**src/rtl/axi_mem_slave_pkg.sv**
```systemverilog
// Shared definitions for the memory-backed bus slave: channel field slices,
// response codes, FSM state encodings and small packing helpers.
package axi_mem_slave_pkg;

  // AR channel: {addr[7:0], len[3:0], id[3:0]}
  localparam int unsigned AR_W        = 16;
  localparam int unsigned AR_ADDR_MSB = 15;
  localparam int unsigned AR_ADDR_LSB = 8;
  localparam int unsigned AR_LEN_MSB  = 7;
  localparam int unsigned AR_LEN_LSB  = 4;
  localparam int unsigned AR_ID_MSB   = 3;
  localparam int unsigned AR_ID_LSB   = 0;

  // AW channel: {addr[7:0], id[3:0]}
  localparam int unsigned AW_W        = 12;
  localparam int unsigned AW_ADDR_MSB = 11;
  localparam int unsigned AW_ADDR_LSB = 4;
  localparam int unsigned AW_ID_MSB   = 3;
  localparam int unsigned AW_ID_LSB   = 0;

  // R beat is {data[7:0], resp}; BRESP is {id[3:0], resp}
  localparam int unsigned R_W     = 9;
  localparam int unsigned BRESP_W = 5;

  localparam logic RESP_OKAY   = 1'b0;
  localparam logic RESP_SLVERR = 1'b1;

  typedef enum logic {
    StRIdle,
    StRData
  } r_state_e;

  typedef enum logic [1:0] {
    StWIdle,
    StWData,
    StWWait,
    StWResp
  } w_state_e;

  // Reduce a 9-bit address sum to a byte index modulo the array depth.
  function automatic logic [7:0] wrap_idx(input logic [8:0] sum, input int unsigned depth);
    return 8'(32'(sum) % depth);
  endfunction

  function automatic logic [R_W-1:0] pack_r(input logic [7:0] data, input logic resp);
    return {data, resp};
  endfunction

  function automatic logic [BRESP_W-1:0] pack_b(input logic [3:0] id, input logic resp);
    return {id, resp};
  endfunction

endpackage

```
**src/rtl/axi_mem_array.sv**
```systemverilog
// Byte-wide storage: one synchronous write port, one asynchronous read port.
// Contents are not reset.
module axi_mem_array #(
  parameter int unsigned DEPTH = 256,
  parameter int unsigned AIDX  = (DEPTH > 1) ? $clog2(DEPTH) : 1
) (
  input  logic            i_clk,
  input  logic            i_we,
  input  logic [AIDX-1:0] i_waddr,
  input  logic [7:0]      i_wdata,
  input  logic [AIDX-1:0] i_raddr,
  output logic [7:0]      o_rdata
);

  logic [7:0] r_mem [DEPTH];

  // Write port: the new byte is visible to the read port from the next cycle.
  always_ff @(posedge i_clk) begin
    if (i_we) begin
      r_mem[i_waddr] <= i_wdata;
    end
  end

  assign o_rdata = r_mem[i_raddr];

endmodule

```
**src/rtl/axi_mem_slave.sv**
```systemverilog
// Memory-backed slave terminating the AR/R read path and the AW/W/B write path.
// The read and write FSMs are independent and share only the byte array.
module axi_mem_slave
  import axi_mem_slave_pkg::*;
#(
  parameter int unsigned DEPTH       = 256,
  parameter int unsigned MAX_BEATS   = 16,
  parameter int unsigned ERR_ON_WRAP = 0,
  parameter int unsigned B_DELAY     = 0
) (
  input  logic               i_clk,
  input  logic               i_rst,
  // read address / data
  input  logic               i_arvalid,
  input  logic [AR_W-1:0]    i_ar,
  output logic               o_arready,
  output logic               o_rvalid,
  output logic [R_W-1:0]     o_r,
  output logic               o_rlast,
  input  logic               i_rready,
  // write address / data / response
  input  logic               i_awvalid,
  input  logic [AW_W-1:0]    i_aw,
  output logic               o_awready,
  input  logic               i_wvalid,
  input  logic [7:0]         i_wdata,
  input  logic               i_wlast,
  output logic               o_wready,
  output logic               o_bvalid,
  output logic [BRESP_W-1:0] o_bresp,
  input  logic               i_bready
);

  // Addresses are 8 bits wide, so DEPTH is at most 256.
  localparam int unsigned AIDX      = (DEPTH > 1) ? $clog2(DEPTH) : 1;
  localparam int unsigned BW        = $clog2(MAX_BEATS + 1);
  localparam logic [BW-1:0] MAX_B   = BW'(MAX_BEATS);
  localparam logic [8:0] LAST_ADDR  = 9'(DEPTH - 1);
  localparam logic [3:0] DLY_LAST   = 4'((B_DELAY > 0) ? B_DELAY - 1 : 0);

  // ---------------------------------------------------------------------------
  // Read path
  // ---------------------------------------------------------------------------
  r_state_e    r_rstate, w_rstate_d;
  logic [7:0]  r_raddr;
  logic [3:0]  r_rlen;
  logic [3:0]  r_rid;
  logic [3:0]  r_rbeat;
  logic        w_ar_hs;
  logic        w_r_hs;
  logic [8:0]  w_rsum;
  logic        w_rwrap;
  logic [7:0]  w_rdata;
  logic [AIDX-1:0] w_ridx;

  assign w_rsum  = {1'b0, r_raddr} + {5'b0, r_rbeat};
  assign w_rwrap = (ERR_ON_WRAP != 0) && (w_rsum > LAST_ADDR);
  assign w_ridx  = AIDX'(wrap_idx(w_rsum, DEPTH));
  assign w_ar_hs = i_arvalid & o_arready;
  assign w_r_hs  = o_rvalid & i_rready;

  // ARID is latched but R carries no id field.
  logic w_unused_rid;
  assign w_unused_rid = ^r_rid;

  // Read next-state and channel outputs; R follows the array combinationally.
  always_comb begin
    w_rstate_d = r_rstate;
    o_arready  = 1'b0;
    o_rvalid   = 1'b0;
    o_rlast    = 1'b0;
    o_r        = '0;
    unique case (r_rstate)
      StRIdle: begin
        o_arready = 1'b1;
        if (i_arvalid) begin
          w_rstate_d = StRData;
        end
      end
      StRData: begin
        o_rvalid = 1'b1;
        o_rlast  = (r_rbeat == r_rlen);
        o_r      = w_rwrap ? pack_r(8'h00, RESP_SLVERR) : pack_r(w_rdata, RESP_OKAY);
        if (i_rready && o_rlast) begin
          w_rstate_d = StRIdle;
        end
      end
      default: w_rstate_d = StRIdle;
    endcase
  end

  // Read state, latched request and beat counter.
  always_ff @(posedge i_clk) begin
    if (i_rst) begin
      r_rstate <= StRIdle;
      r_raddr  <= '0;
      r_rlen   <= '0;
      r_rid    <= '0;
      r_rbeat  <= '0;
    end else begin
      r_rstate <= w_rstate_d;
      if (w_ar_hs) begin
        r_raddr <= i_ar[AR_ADDR_MSB:AR_ADDR_LSB];
        r_rlen  <= i_ar[AR_LEN_MSB:AR_LEN_LSB];
        r_rid   <= i_ar[AR_ID_MSB:AR_ID_LSB];
        r_rbeat <= '0;
      end else if (w_r_hs) begin
        r_rbeat <= r_rbeat + 4'd1;
      end
    end
  end

  // ---------------------------------------------------------------------------
  // Write path
  // ---------------------------------------------------------------------------
  w_state_e    r_wstate, w_wstate_d;
  logic [7:0]  r_waddr;
  logic [3:0]  r_wid;
  logic [BW-1:0] r_wbeat;
  logic        r_werr;
  logic [3:0]  r_wdly;
  logic        w_aw_hs;
  logic        w_w_hs;
  logic        w_we;
  logic [8:0]  w_wsum;
  logic [AIDX-1:0] w_widx;

  assign w_wsum  = {1'b0, r_waddr} + 9'(r_wbeat);
  assign w_widx  = AIDX'(wrap_idx(w_wsum, DEPTH));
  assign w_aw_hs = i_awvalid & o_awready;
  assign w_w_hs  = i_wvalid & o_wready;
  // Beats past MAX_BEATS are accepted on the bus but never reach the array.
  assign w_we    = w_w_hs & (r_wbeat < MAX_B);

  // Write next-state and channel outputs.
  always_comb begin
    w_wstate_d = r_wstate;
    o_awready  = 1'b0;
    o_wready   = 1'b0;
    o_bvalid   = 1'b0;
    o_bresp    = '0;
    unique case (r_wstate)
      StWIdle: begin
        o_awready = 1'b1;
        if (i_awvalid) begin
          w_wstate_d = StWData;
        end
      end
      StWData: begin
        o_wready = 1'b1;
        if (i_wvalid && i_wlast) begin
          w_wstate_d = (B_DELAY > 0) ? StWWait : StWResp;
        end
      end
      StWWait: begin
        if (r_wdly == DLY_LAST) begin
          w_wstate_d = StWResp;
        end
      end
      StWResp: begin
        o_bvalid = 1'b1;
        o_bresp  = pack_b(r_wid, r_werr);
        if (i_bready) begin
          w_wstate_d = StWIdle;
        end
      end
      default: w_wstate_d = StWIdle;
    endcase
  end

  // Write state, latched request, saturating beat counter, error and delay count.
  always_ff @(posedge i_clk) begin
    if (i_rst) begin
      r_wstate <= StWIdle;
      r_waddr  <= '0;
      r_wid    <= '0;
      r_wbeat  <= '0;
      r_werr   <= RESP_OKAY;
      r_wdly   <= '0;
    end else begin
      r_wstate <= w_wstate_d;
      if (w_aw_hs) begin
        r_waddr <= i_aw[AW_ADDR_MSB:AW_ADDR_LSB];
        r_wid   <= i_aw[AW_ID_MSB:AW_ID_LSB];
        r_wbeat <= '0;
        r_werr  <= RESP_OKAY;
      end
      if (w_w_hs) begin
        if (r_wbeat < MAX_B) begin
          r_wbeat <= r_wbeat + BW'(1);
        end else begin
          r_werr <= RESP_SLVERR;
        end
      end
      if (w_w_hs && i_wlast) begin
        r_wdly <= '0;
      end else if (r_wstate == StWWait) begin
        r_wdly <= r_wdly + 4'd1;
      end
    end
  end

  // ---------------------------------------------------------------------------
  // Storage
  // ---------------------------------------------------------------------------
  axi_mem_array #(
    .DEPTH (DEPTH),
    .AIDX  (AIDX)
  ) u_mem (
    .i_clk   (i_clk),
    .i_we    (w_we),
    .i_waddr (w_widx),
    .i_wdata (i_wdata),
    .i_raddr (w_ridx),
    .o_rdata (w_rdata)
  );

endmodule

```
**config.mk**
```make
export PLATFORM = sky130hd
export DESIGN_NAME = axi_mem_slave
export DESIGN_NICKNAME = d
export VERILOG_FILES = /design/src/rtl/axi_mem_slave_pkg.sv /design/src/rtl/axi_mem_array.sv /design/src/rtl/axi_mem_slave.sv
export SDC_FILE = /design/constraint.sdc
export NUM_CORES = 2
export LEC_CHECK = 0
export ABC_AREA = 1
export CELL_PAD_IN_SITES_DETAIL_PLACEMENT = 0
export CELL_PAD_IN_SITES_GLOBAL_PLACEMENT = 2
export CORE_MARGIN = 2
export CORE_UTILIZATION = 45
export CTS_BUF_LIST = sky130_fd_sc_hd__clkbuf_2
export DETAILED_ROUTE_END_ITERATION = 10
export PLACE_DENSITY_LB_ADDON = 0.25
export SETUP_SLACK_MARGIN = 0.2
export SYNTH_ARGS = -nofsm -noshare
export SYNTH_HDL_FRONTEND = slang
export SYNTH_SLANG_ARGS = --single-unit
```
**constraint.sdc**
```tcl
create_clock -name i_clk -period 3.5 [get_ports i_clk]
set_input_delay 0.525 -clock i_clk [delete_from_list [all_inputs] [get_ports i_clk]]
set_output_delay 0.525 -clock i_clk [all_outputs]
set_load 0.02 [all_outputs]
```
==> results.txt <==
The number of rows in the core area came out at 160. The compound-cell area share of the yosys netlist came out at 0.5000%. The via count of the first global-routing pass came out at 61.44k. The cell count after placement is 10.27k.

The clock latency on the worst-skew pair came out at 1.84 ns. The number of I/O pins came out at 64. After layout, the worst setup slack is -2.313 ns. After the first detailed-routing iteration, the DRC count stood at 5828. The number of clock buffers inserted by TritonCTS came out at 563.

The largest fanout of any net on the critical path is 42. The core region area is 190200 um^2. Headroom to the max-slew limit came out at 14.97%. Setup repair after global routing could not meet its margin everywhere.

The tool flagged a number of max-cap violations equal to 0. The startpoint of the most critical register-to-register path is r_wbeat[0]. The initial standard-cell utilization of the core is 45.26%. The standard cell area after detailed placement came out at 95120 um^2.

The XOR/XNOR share of the synthesized area is 0.1730%. The adder and majority gate portion of the synthesized area came out at 0.3081%. The routed layout has 61.68k vias.

The buffer depth of the longest clock path is 4. The wire length of the first global-routing pass is 390500 um. The startpoint of the most critical hold path is i_wdata[3].

The most used standard cell by instance count after synthesis is sky130_fd_sc_hd__nand2_1. For the final routed database, the setup TNS stands at -18.02 ns. The post-synth net total is 7492. The pin count of the biggest net entering global routing came out at 107.

The post-synthesis sequential element count is 2089. The part of the cycle the worst path needs came out at 166.1%. The slowest stage of the critical path belongs to the cell sky130_fd_sc_hd__fa_4. Sequential cells account for 50.9% of the total power. The number of antenna violations at the first check in global routing is 5. The final hold slack came out at 0.3480 ns. The largest stage delay on the critical path came out at 0.80 ns. The post-synthesis cell area came out at 86080 um^2. The H-tree generated during clock tree synthesis spans 6 levels. Sequential cells were found to cover 72.40% of the synthesized design area. Internal power comes to 0.03772 W. The combinational family with the most area after synthesis is simple AND/OR/NAND/NOR gates. The required time at the endpoint of the critical path is 2.97 ns. The filler-free cell count of the finished design came out at 11.37k. After technology mapping, the gate count stands at 7428.

The finished layout cell area came out at 103600 um^2. Summed over all cells, the static leakage comes to 39.05 nW. The maximum operating frequency came out at 0.1720 GHz. The worst setup path is launched from a flip-flop. The synthesis-to-finish area growth is 20.35%. The average wire length per cell after detail routing came out at 23.27 um. The proportion of synthesized flip-flops having asynchronous set or reset is 0%.

The total global-route track usage came out at 27.05%. The completed layout was analyzed and its total power is 0.05422 W. The checks that failed: negative setup slack. The final setup violation count is 8. The congestion estimate from routability-driven global placement came to 0.8819. The flow ran to the end, but the final reports show violations. The number of enable flip-flop cells after synthesis came out at 2048. The die is 441.4 um wide.

For this block, the routed nets add up to 264500 um of wire. By count the netlist is led by sky130_fd_sc_hd__nand2_1, sky130_fd_sc_hd__edfxtp_1, sky130_fd_sc_hd__nand3_1. In the routed layout, each cell is associated on average with a via count of 5.426. The ratio of total power to cell area came out at 523.4 nW/um^2. Subtracting the final worst setup slack from the clock period gives 5.813 ns. The count of antenna-violating nets left after detailed routing came out at 0. The most used flip-flop cell after synthesis is sky130_fd_sc_hd__edfxtp_1.

The fraction of power consumed by the clock network is 30.5%. The distinct cell type count after synthesis is 41. The peak supply drop is 0.3749 mV. Of the total power, combinational logic draws 18.5%.

The nature of the critical path endpoint is a primary output. Sorting the synthesized cells by area gives the leading types as sky130_fd_sc_hd__edfxtp_1, sky130_fd_sc_hd__nand3_1, sky130_fd_sc_hd__nand2_1, sky130_fd_sc_hd__buf_2, sky130_fd_sc_hd__nor3_1. The tree is rooted in a sky130_fd_sc_hd__clkbuf_2. The switching component of the power came out at 0.01650 W. The number of pins with negative max-slew slack in the final report is 0. After filler insertion, the fill cell instance count of the layout stands at 16.64k. The mux cell area share after synthesis came out at 0%. In the routed design, unresolved DRC markers number 0.

The final hold violation count is 0. The die is 441.4 um tall. The die covers 194800 um^2.

Cells with a size suffix above 1 make up 22.42% of the layout. Tracing the worst setup path back leads to its startpoint at r_rbeat[0]. TritonCTS built the clock tree.

The number of I/O port buffers is 58. The proportion of netlist area held by the largest area contributor is 71.44%. The data arrival at the endpoint of the critical path came out at 5.29 ns. The final net count is 8561. The mean instance size in the synthesized netlist came out at 11.59 um^2. The number of synthesis warnings is 0. The biggest area contributor in the post-synthesis netlist is sky130_fd_sc_hd__edfxtp_1. The clock arrives with 0.1229 ns of skew.

The overflow left after global routing is 0. For the pin with the worst max-slew slack, the measured transition is 1.275 ns. Walking the worst path, the cells encountered are ha_4, inv_2, fa_4, buf_12, inv_16, buf_16, buf_4, nand3_1, nand3_1, nand3_1, nand3_1, nand3_1, nand3_2, nand2_2, nor2_2, nor2_4, buf_6, buf_12. For this design, the sink count on the clock tree is 2089.

The switching part of the total came out at 30.43%. The HPWL after detailed placement is 158900 um. The worst hold path belongs to the class input pin to flip-flop.

Clock-pin slew was measured on the worst setup and hold paths at 0.11 ns. The first-pass iteration count of the detailed router came out at 6. The area fraction in and, or, nand and nor cells after synthesis came out at 23.50%.

The worst setup path is of the flip-flop to primary output kind. Counting stages on the worst path, the most repeated cell is sky130_fd_sc_hd__nand3_1.
==> metrics by stage <==
step	worst slack, ns	utilization (%)
floorplan	0.4476	-
global placement	-1.181	50.01
detailed placement	-1.177	50.01
CTS	-2.608	54.05
global route	-2.595	54.47
finish	-2.313	54.47
==> path summary, 6_finish.rpt <==
path	to	slack [ns]	cells past startpoint
min	u_mem.r_mem[176][3]	0.35	4
max reg2reg	u_mem.r_mem[56][0]	0.34	12
min reg2reg	r_wdly[2]	0.51	2
max	o_r[6]	-2.31	18
==> layout by cell type (no fill, tap or decap), types with 5 or more instances in the layout <==
cell type and n:
sky130_fd_sc_hd__nand3_2 102, sky130_fd_sc_hd__diode_2 6, sky130_fd_sc_hd__inv_1 32, sky130_fd_sc_hd__bufbuf_16 10, sky130_fd_sc_hd__xnor2_2 5, sky130_fd_sc_hd__nand3_1 1737
sky130_fd_sc_hd__buf_16 20, sky130_fd_sc_hd__nor2_4 13, sky130_fd_sc_hd__nor3_2 18, sky130_fd_sc_hd__clkinv_1 89, sky130_fd_sc_hd__bufinv_16 9, sky130_fd_sc_hd__inv_2 24
sky130_fd_sc_hd__a21oi_2 5, sky130_fd_sc_hd__nand2_4 14, sky130_fd_sc_hd__clkdlybuf4s50_1 31, sky130_fd_sc_hd__ha_1 14, sky130_fd_sc_hd__dlygate4sd3_1 121, sky130_fd_sc_hd__buf_8 14
sky130_fd_sc_hd__buf_6 37, sky130_fd_sc_hd__nand4_1 5, sky130_fd_sc_hd__buf_4 647, sky130_fd_sc_hd__nand2_2 51, sky130_fd_sc_hd__buf_12 140, sky130_fd_sc_hd__o21ai_0 30
sky130_fd_sc_hd__a21oi_1 24, sky130_fd_sc_hd__nor2_2 8, sky130_fd_sc_hd__nor3_4 7, sky130_fd_sc_hd__nand3_4 13, sky130_fd_sc_hd__nand2_1 2395, sky130_fd_sc_hd__nor2_1 58
sky130_fd_sc_hd__dfxtp_1 33, sky130_fd_sc_hd__edfxtp_1 2048, sky130_fd_sc_hd__clkbuf_2 797, sky130_fd_sc_hd__dfxtp_2 5, sky130_fd_sc_hd__clkinv_2 11, sky130_fd_sc_hd__nor3_1 233
==> layer usage <==
metal	share of wire (%)	up-vias	GRT usage, %
met5	0.0049	-	0
met4	3.1	2	9.315
met3	7.2	402	4.962
met2	48	2379	44.34
met1	42	30080	36.36
li1	-	28814	-
==> logic make-up after synthesis <==
kind of cell	count (synthesis)
AND/OR/NAND/NOR	4659
other	1
buffers and inverters	571
flip-flops	2089
AO/OA/AOI/OAI	77
XOR/XNOR	11
adder cells (fa/ha/maj)	20
==> final cells by class <==
cell class / count / area [um^2] / share of cell area [%]
clock buffer: 797 / 3989 / 3.850
sequential: 2089 / 62340 / 60.17
clock inverter: 120 / 700.7 / 0.6763
multi-input combinational: 4768 / 22420 / 21.64
inverter: 52 / 239.0 / 0.2307
tap: 2511 / 3142 / 3.033
timing repair buffer: 1023 / 10760 / 10.39
antenna: 6 / 15.01 / 0.01449
==> power groups by stage <==
| stage | logic [W] | clock network (W) | registers [W] |
|---|---|---|---|
| floorplan | 0.00465 | 0 | 0.0282 |
| global placement | 0.00892 | 0 | 0.0282 |
| detailed placement | 0.00895 | 0 | 0.0282 |
| CTS | 0.00977 | 0.0170 | 0.0276 |
| global route | 0.0108 | 0.0183 | 0.0276 |
| finish | 0.0100 | 0.0166 | 0.0276 |
==> flip-flops by register name (all words and copies together), names as in the netlist, 2 cells and up <==
| register | cells |
|---|---|
| u_mem.r_mem | 2048 |
| r_raddr | 8 |
| r_waddr | 8 |
| r_wbeat | 5 |
| r_rbeat | 4 |
| r_rlen | 4 |
| r_wdly | 4 |
| r_wid | 4 |
| r_wstate | 2 |
==> critical path: cells and delay by family (launching register included) <==
kind | cells | cell delay [ns]
and+or+nand+nor | 9 | 1.24
adders and majority gates | 2 | 0.94
DFF | 1 | 0.37
buffers and inverters | 7 | 0.85
==> timing repair <==
action / CTS / global route
hold endpoints to repair: 2140 / 0
setup buffers: 21 / 9
pin swaps: 46 / 41
resized for setup: 279 / 143
hold buffers: 128 / 0
cloned: 14 / 3
endpoints found under the setup margin: 75 / 490
Note: power is estimated with default switching activity, not from simulation.
